==> config.mk <==
export PLATFORM = sky130hd
export DESIGN_NAME = spi_xfer_arbiter
export DESIGN_NICKNAME = d
export VERILOG_FILES = /design/src/rtl/spi_xfer_arbiter.sv
export SDC_FILE = /design/constraint.sdc
export NUM_CORES = 1
export LEC_CHECK = 0
export ABC_AREA = 1
export BUFFER_PORTS_ARGS = -buffer_cell sky130_fd_sc_hd__clkbuf_2
export CAP_MARGIN = 20
export CORE_ASPECT_RATIO = 0.5
export CORE_UTILIZATION = 40
export DETAILED_ROUTE_END_ITERATION = 8
export PLACE_DENSITY_LB_ADDON = 0.05
export SLEW_MARGIN = 10
export SYNTH_ARGS = -nofsm -noshare
export SYNTH_HDL_FRONTEND = slang
export SYNTH_SLANG_ARGS = --single-unit
export TNS_END_PERCENT = 50
==> constraint.sdc <==
create_clock -name clk -period 2.1 [get_ports clk]
set_input_delay 0.105 -clock clk [delete_from_list [all_inputs] [get_ports clk]]
set_output_delay 0.105 -clock clk [all_outputs]
set_load 0.05 [all_outputs]
==> src/rtl/spi_xfer_arbiter.sv <==
// spi_xfer_arbiter: round-robin owner of one shared SPI byte engine; runs multi-byte
// bursts per requester. Define SPI_ARB_TIMEOUT_EN to add the per-byte watchdog.
module spi_xfer_arbiter #(
    parameter int unsigned NREQ    = 4,
    parameter int unsigned LENW    = 4,
    parameter int unsigned TIMEOUT = 1024
) (
    input  logic                 clk,
    input  logic                 rst,
    input  logic [NREQ-1:0]      req,
    input  logic [NREQ*LENW-1:0] req_len,
    input  logic [NREQ*2-1:0]    req_mode,
    input  logic [NREQ*8-1:0]    tx_data,
    output logic [NREQ-1:0]      grant,
    output logic [NREQ-1:0]      tx_ack,
    output logic                 rx_valid,
    output logic [7:0]           rx_data,
    output logic [NREQ-1:0]      req_done,
    output logic [NREQ-1:0]      req_err,
    output logic                 eng_en,
    output logic                 eng_we,
    output logic                 eng_oe,
    output logic                 eng_cpol,
    output logic                 eng_cpha,
    output logic [7:0]           eng_wdata,
    input  logic [7:0]           eng_rdata,
    input  logic                 eng_busy,
    input  logic                 eng_done
);
    localparam int unsigned IW = (NREQ > 1) ? $clog2(NREQ) : 1;

    typedef enum logic [2:0] {
        IDLE, ARB, LOAD, RUN, DRAIN, CAPT, FIN
    } state_t;

    state_t          state_q;
    logic [IW-1:0]   ptr_q;
    logic [IW-1:0]   own_q;
    logic [NREQ-1:0] grant_q;
    logic [NREQ-1:0] tx_ack_q;
    logic [NREQ-1:0] req_done_q;
    logic [LENW-1:0] cnt_q;
    logic            en_q;
    logic            we_q;
    logic            oe_q;
    logic            rx_valid_q;
    logic            cpol_q;
    logic            cpha_q;
    logic [7:0]      wdata_q;
    logic [7:0]      rx_data_q;

    logic [LENW-1:0] len_a  [NREQ];
    logic [1:0]      mode_a [NREQ];
    logic [7:0]      txd_a  [NREQ];

    for (genvar g = 0; g < NREQ; g++) begin : g_unpack
        assign len_a[g]  = req_len[g*LENW +: LENW];
        assign mode_a[g] = req_mode[g*2 +: 2];
        assign txd_a[g]  = tx_data[g*8 +: 8];
    end

    if (NREQ < 2 || NREQ > 8 || TIMEOUT < 2) begin : g_param_check
        $error("spi_xfer_arbiter: NREQ must be 2..8 and TIMEOUT at least 2");
    end

    // Search starts at ptr_q, so the previous owner is considered last.
    logic            win_vld;
    logic [IW-1:0]   win_idx;
    logic [IW-1:0]   cand;
    logic [NREQ-1:0] win_oh;

    always_comb begin
        win_vld = 1'b0;
        win_idx = '0;
        cand    = '0;
        for (int unsigned i = 0; i < NREQ; i++) begin
            cand = IW'((32'(ptr_q) + i) % NREQ);
            if (!win_vld && req[cand]) begin
                win_vld = 1'b1;
                win_idx = cand;
            end
        end
    end

    assign win_oh = NREQ'(1) << win_idx;

`ifdef SPI_ARB_TIMEOUT_EN
    localparam int unsigned TW = $clog2(TIMEOUT + 1);
    logic [TW-1:0]   to_cnt_q;
    logic [NREQ-1:0] req_err_q;
    logic            to_hit;
    assign to_hit  = (to_cnt_q == TW'(TIMEOUT - 1));
    assign req_err = req_err_q;
`else
    assign req_err = '0;
`endif

    always_ff @(posedge clk) begin
        if (rst) begin
            state_q    <= IDLE;
            ptr_q      <= '0;
            own_q      <= '0;
            grant_q    <= '0;
            tx_ack_q   <= '0;
            req_done_q <= '0;
            cnt_q      <= '0;
            en_q       <= 1'b0;
            we_q       <= 1'b0;
            oe_q       <= 1'b0;
            rx_valid_q <= 1'b0;
            cpol_q     <= 1'b0;
            cpha_q     <= 1'b0;
            wdata_q    <= '0;
            rx_data_q  <= '0;
`ifdef SPI_ARB_TIMEOUT_EN
            to_cnt_q   <= '0;
            req_err_q  <= '0;
`endif
        end else begin
            tx_ack_q   <= '0;
            req_done_q <= '0;
            we_q       <= 1'b0;
            oe_q       <= 1'b0;
            rx_valid_q <= 1'b0;
`ifdef SPI_ARB_TIMEOUT_EN
            req_err_q  <= '0;
`endif
            unique case (state_q)
                IDLE: begin
                    if (|req) state_q <= ARB;
                end
                ARB: begin
                    if (win_vld) begin
                        own_q            <= win_idx;
                        grant_q          <= win_oh;
                        cnt_q            <= (len_a[win_idx] == '0) ? '0
                                            : len_a[win_idx] - LENW'(1);
                        {cpol_q, cpha_q} <= mode_a[win_idx];
                        we_q             <= 1'b1;
                        wdata_q          <= txd_a[win_idx];
                        tx_ack_q         <= win_oh;
                        state_q          <= LOAD;
                    end else begin
                        state_q <= IDLE;
                    end
                end
                LOAD: begin
                    wdata_q <= '0;
                    en_q    <= 1'b1;
                    state_q <= RUN;
`ifdef SPI_ARB_TIMEOUT_EN
                    to_cnt_q <= '0;
`endif
                end
                RUN: begin
                    if (eng_done) begin
                        en_q    <= 1'b0;
                        state_q <= DRAIN;
                    end
`ifdef SPI_ARB_TIMEOUT_EN
                    else if (to_hit) begin
                        en_q      <= 1'b0;
                        req_err_q <= grant_q;
                        state_q   <= FIN;
                    end else begin
                        to_cnt_q <= to_cnt_q + TW'(1);
                    end
`endif
                end
                DRAIN: begin
                    if (!eng_busy) begin
                        oe_q    <= 1'b1;
                        state_q <= CAPT;
                    end
`ifdef SPI_ARB_TIMEOUT_EN
                    else if (to_hit) begin
                        req_err_q <= grant_q;
                        state_q   <= FIN;
                    end else begin
                        to_cnt_q <= to_cnt_q + TW'(1);
                    end
`endif
                end
                CAPT: begin
                    rx_data_q  <= eng_rdata;
                    rx_valid_q <= 1'b1;
                    if (cnt_q == '0) begin
                        req_done_q <= grant_q;
                        state_q    <= FIN;
                    end else begin
                        cnt_q    <= cnt_q - LENW'(1);
                        we_q     <= 1'b1;
                        wdata_q  <= txd_a[own_q];
                        tx_ack_q <= grant_q;
                        state_q  <= LOAD;
                    end
                end
                FIN: begin
                    grant_q <= '0;
                    ptr_q   <= (own_q == IW'(NREQ - 1)) ? '0 : own_q + IW'(1);
                    state_q <= IDLE;
                end
                default: state_q <= IDLE;
            endcase
        end
    end

    // In DRAIN the enable follows busy so the engine finishes its byte and then parks.
    assign eng_en    = en_q | ((state_q == DRAIN) & eng_busy);
    assign eng_we    = we_q;
    assign eng_oe    = oe_q;
    assign eng_cpol  = cpol_q;
    assign eng_cpha  = cpha_q;
    assign eng_wdata = wdata_q;
    assign grant     = grant_q;
    assign tx_ack    = tx_ack_q;
    assign rx_valid  = rx_valid_q;
    assign rx_data   = rx_data_q;
    assign req_done  = req_done_q;

endmodule

Word-level counts from Yosys, hierarchy flattened
Index checks and enable logic that the tools add are counted.
- bits of input ports: 72
- logic and storage cells: 123
- output and inout port bits: 38
- flip-flop bits (word level): 45
- reductions and logical operators: 22
- magnitude comparators: 6
- multiplexer cells: 54
- eq/ne operators: 12
- shift operators: 1
- bitwise logic cells: 7
- add/subtract/negate cells: 6
- operators by type and width (cell ; number):
    2-to-1 mux 8 bit ; 6
    binary-select mux 8 bit (select 2 bit) ; 2
    2-to-1 mux 4 bit ; 8
    case mux 4 bit (2 select lines) ; 3
    case mux 8 bit (3 select lines) ; 1
    case mux 3 bit (6 select lines) ; 1
    2-to-1 mux 2 bit ; 8
    2-to-1 mux 1 bit ; 13
    less-than comparator 2 x 3 -> 1 bit, second input constant ; 4
    2-to-1 mux 3 bit ; 4
    != test 2 bit, second input constant ; 5
    == test 3 bit, second input constant ; 3
    AND reduction 3 bit ; 3
    binary-select mux 1 bit (select 2 bit) ; 4
    binary-select mux 4 bit (select 2 bit) ; 1
    zero test 4 bit ; 2
    subtractor 4 x 1 -> 4 bit, second input constant ; 2
    == test 3 x 2 -> 1 bit, second input constant ; 2
    >= comparator 3 bit, second input constant ; 2
    NOT 2 -> 3 bit ; 2
    AND reduction 2 bit ; 3
    nonzero test 2 bit ; 3
    adder 2 x 1 -> 2 bit, second input constant ; 2
    adder 2 bit, second input constant ; 2
    other kinds (15) ; 22

Longest topological paths before layout
- depth after elaboration: 20
- mapped depth: 20
- depth with buffers taken out: 18

Least setup slack after synthesis
OpenSTA, ideal clock, no wires.
- path type: reg-to-reg
- start point: register ptr_q[0]
- end point: register cpol_q (netlist: eng_cpol)
- data required time: 1.991 ns
- period minus slack after synthesis: 1.857 ns
- slack: 0.243 ns
- path buffers: 2
- setup time: 0.109 ns
- data arrival time: 1.748 ns
- stages on the path, launching flop included: 18
- cell sequence: dfxtp_1 -> buf_6 -> inv_8 -> nand2_2 -> nand2_4 -> nand2_1 -> nand2_1 -> nor2_2 -> nand3_1 -> nand3_2 -> nand2_4 -> nand2_1 -> inv_1 -> buf_6 -> a22oi_1 -> nand3_1 -> nand2_1 -> inv_1
- longest elaborated chain between the ends: 16
- elaborated cells on any way between the ends: 30
- RTL lines (what ; line ; source):
    from (decl) ; 37 ; logic [IW-1:0] ptr_q;
    from (signal assigned) ; 200 ; ptr_q <= (own_q == IW'(NREQ - 1)) ? '0 : own_q + IW'(1);
    parallel branches: the longest is 16 deep, another holds adder 2 x 1 -> 2 bit ; n/a ;
    to (signal assigned) ; 138 ; {cpol_q, cpha_q} <= mode_a[win_idx];
    to (decl) ; 47 ; logic cpol_q;
Parallel ways; which one is timed is not known. The select of a mux whose other input is x is not followed.
A chain may end at the register's enable or synchronous reset.

Worst setup path after layout
- start point: register ptr_q[0]
- end point: register cnt_q[2]
- longest elaborated chain between the ends: 20
- elaborated cells on any way between the ends: 36
- RTL lines (what ; line ; source):
    parallel branches: the longest is 20 deep, another holds adder 2 x 1 -> 2 bit ; n/a ;
    to (signal assigned) ; 136 ; cnt_q <= (len_a[win_idx] == '0) ? '0
    to (signal assigned) ; 191 ; cnt_q <= cnt_q - LENW'(1);
    to (decl) ; 42 ; logic [LENW-1:0] cnt_q;
Parallel ways; which one is timed is not known. The select of a mux whose other input is x is not followed.

==> results.json <==
{
  "power_density_mw_per_mm2": 728,
  "critical_path_class": "reg2reg",
  "dr.pass1.iters": 4,
  "timing.hold.ws_ns": 0.0399,
  "seqCellArea_um2": 905,
  "core.rowCount": 21,
  "maxClockFrequency_mhz": 483,
  "die_h_um": 62.6,
  "numPortBuffers": 105,
  "timing.final.crit_share_pct": 98.7,
  "grt.busiest_layer": "met2",
  "leakagePower_nw": 2.11,
  "antenna_found_initial": 0,
  "cp.arrival_ns": 2.30,
  "io-pin-count": 110,
  "worst_slack_ns": 0.0281,
  "finalSetupViolCount": 0,
  "synthMuxAreaShare_pct": 0,
  "cts_tree": "yes",
  "viasPerCell": 4.93,
  "met2_usage_pct": 35.5,
  "finalWirelength_mm": 8.63,
  "synth_flop_cell": "dfxtp_1",
  "initial_core_util_pct": 42.7,
  "ys_types": 35,
  "die_area_mm2": 0.00772,
  "syn_to_final_growth_pct": 38.7,
  "synthArstFlopShare_pct": 0,
  "nets": 672,
  "startpoint_type": "register",
  "synth_top_family_by_area": "simple AND/OR/NAND/NOR gates",
  "hp-class": "in2reg",
  "finalHoldViolations": 0,
  "cts_root_buf": "clkbuf_16",
  "rrSetupSlack_ns": 0.03,
  "worst_slew_pin_slew_ns": 0.587,
  "vdd_drop_max_v": 0.000330,
  "relSlewSlack_pct": 60.8,
  "synth_compound_area_share_pct": 17.1,
  "synth_warnings": 0,
  "crit_required_ns": 2.33,
  "netlist_area_mm2": 0.00294,
  "grt_pass1_wl_mm": 14.1,
  "outcome": "complete, no violations",
  "synth_edf_count": 0,
  "clock-sinks": 45,
  "grt_pass1_vias": 3092,
  "avgSynthCellArea_um2": 6.32,
  "coreArea_mm2": 0.00688,
  "cts_buffers": 5,
  "insertion_delay_ns": 0.29,
  "synth-seq-cells": 45,
  "grt_max_degree": 23,
  "gr-usage-met1_pct": 31.9,
  "place_area_mm2": 0.00366,
  "postRouteAntennaNets": 0,
  "synth_xor_area_share_pct": 0.298,
  "wire_per_inst_um": 12.5,
  "clock_path_buffers": 2,
  "drv_slew": 0,
  "groute.usage.overall_pct": 23.0,
  "synthCells": 465,
  "vias": 3405,
  "synthAdderAreaFrac_pct": 0.851,
  "end_kind": "register",
  "drv_cap": 0,
  "grt-ovfl-total": 0,
  "clk_pin_slew_ns": 0.06,
  "drc": 0,
  "gr-usage-met3_pct": 6.39,
  "fin_crit_ns": 2.07,
  "cts-htree-levels": 2,
  "dpl_worst_slack_ns": -0.0542,
  "drt_iter0_markers": 129,
  "clock_skew_ns": 0.00237,
  "ys_seq_area_share_pct": 30.7,
  "drive_gt1_share_pct": 34.9,
  "die_w_um": 123,
  "place_hpwl_mm": 6.41,
  "gp_congestion": 0.885,
  "critPathMaxFanout": 9,
  "rsz0062_at_grt": "true",
  "design_area_mm2": 0.00408,
  "yosys.area_share.simple_pct": 39.8,
  "multi_input_area_mm2": 0.00182,
  "diodes": 0,
  "fill_cells": 687
}
==> per-layer routing <==
layer / wire length [µm] / up-vias
li1: - / 1764
met1: 4180 / 1497
met2: 3710 / 133
met3: 657 / 11
met4: 80 / 0
met5: 0 / -
==> area by class of cell <==
class	count	area share (%)
multi-input combinational	351	44.7
timing repair buffer	141	21.4
tap	92	2.82
inverter	54	5.49
sequential	45	22.2
clock buffer	6	3.16
clock inverter	2	0.246
==> cells in the final DEF, fill, tap and decap left out, drive strengths merged <==
cell type	count
or2	2
nor3	3
conb	4
nand3	17
dlygate4sd3	1
nand4	19
nor2	57
clkbuf	112
xnor2	1
a31oi	9
ha	2
inv	53
clkinv	2
dfxtp	45
o21ai	36
o211ai	1
a311oi	1
buf	34
a21oi	46
clkinvlp	1
a22oi	2
nand2	151
==> synth_stat cells (all sizes together) (2+ instances only) <==
library cell / instances / share of area, %
nand2: 151 / 21
nor2: 57 / 8.7
inv: 54 / 7.3
a21oi: 46 / 8.0
dfxtp: 45 / 31
o21ai: 36 / 6.1
nand4: 19 / 4.5
nand3: 17 / 4.3
clkbuf: 11 / 1.4
a31oi: 9 / 1.9
buf: 7 / 2.5
nor3: 3 / 0.51
a22oi: 2 / 0.51
ha: 2 / 0.85
or2: 2 / 0.43
==> state kept, by name, summed over array words and instances (netlist names), 2 cells and up <==
signal,cells
tx_ack,4
rx_data,8
eng_wdata,8
state_q,3
cnt_q,4
req_done,4
own_q,2
grant,4
ptr_q,2
==> report_power, final <==
| group | internal, mW | switching [mW] | total, mW |
|---|---|---|---|
| Combinational | 0.405 | 0.788 | 1.19 |
| Sequential | 0.947 | 0.0669 | 1.01 |
| Clock | 0.437 | 0.323 | 0.760 |
| Total | 1.79 | 1.18 | 2.97 |
==> critical path, cell delays in order, from the launching register on <==
cell and delay [ns]:
dfxtp_4 0.36, buf_12 0.13, inv_8 0.07, nand2_2 0.07, nand3_2 0.07, nand2_1 0.08, nand2_2 0.11, nand2_4 0.08
nand2_8 0.06, nand3_4 0.15, buf_12 0.18, nand2_1 0.04, nand2_1 0.05, nand2_1 0.07, nand2_2 0.07, nor2_4 0.12
nand2_2 0.06, nand2_1 0.06, nand2_1 0.06, a21oi_2 0.11
==> kinds of logic after synthesis <==
kind of cell               count (synthesis)
other                                      1
AOI/OAI and AO/OA                         95
adders and majority gates                  2
xor gates and xnor gates                   1
buffers and inverters                     72
DFF                                       45
and+or+nand+nor                          249
==> path summary, 6_finish.rpt <==
check,startpoint,to,cells after the start
setup reg to reg,ptr_q[0]$_SDFFE_PP0P_,cnt_q[2]$_SDFFE_PP0P_,19
hold / removal,eng_rdata[5],rx_data[5]$_SDFFE_PP0P_,3
hold reg to reg,en_q$_SDFFE_PP0P_,en_q$_SDFFE_PP0P_,2
setup / recovery,ptr_q[0]$_SDFFE_PP0P_,cnt_q[2]$_SDFFE_PP0P_,19
==> per-stage QoR <==
| stage | instances | utilization, % | TNS, ns | total power [mW] |
|---|---|---|---|---|
| floorplan | 468 | - | 0 | 1.80 |
| global placement | 670 | 53.2 | -0.215 | 2.12 |
| detailed placement | 670 | 53.2 | -0.263 | 2.12 |
| CTS | 684 | 56.2 | 0 | 2.92 |
| global route | 691 | 59.2 | -1.09 | 3.17 |
| finish | 691 | 59.2 | 0 | 2.97 |
==> repair_timing <==
action | 4_1_cts | 5_1_grt
hold buffers | 1 | 0
hold endpoints to repair | 1 | 0
pin swaps | 1 | 21
cloned | 0 | 1
endpoints found under the setup margin | 12 | 20
resized for setup | 2 | 38
setup buffers | 5 | 6
(Power assumes the default switching activity.)
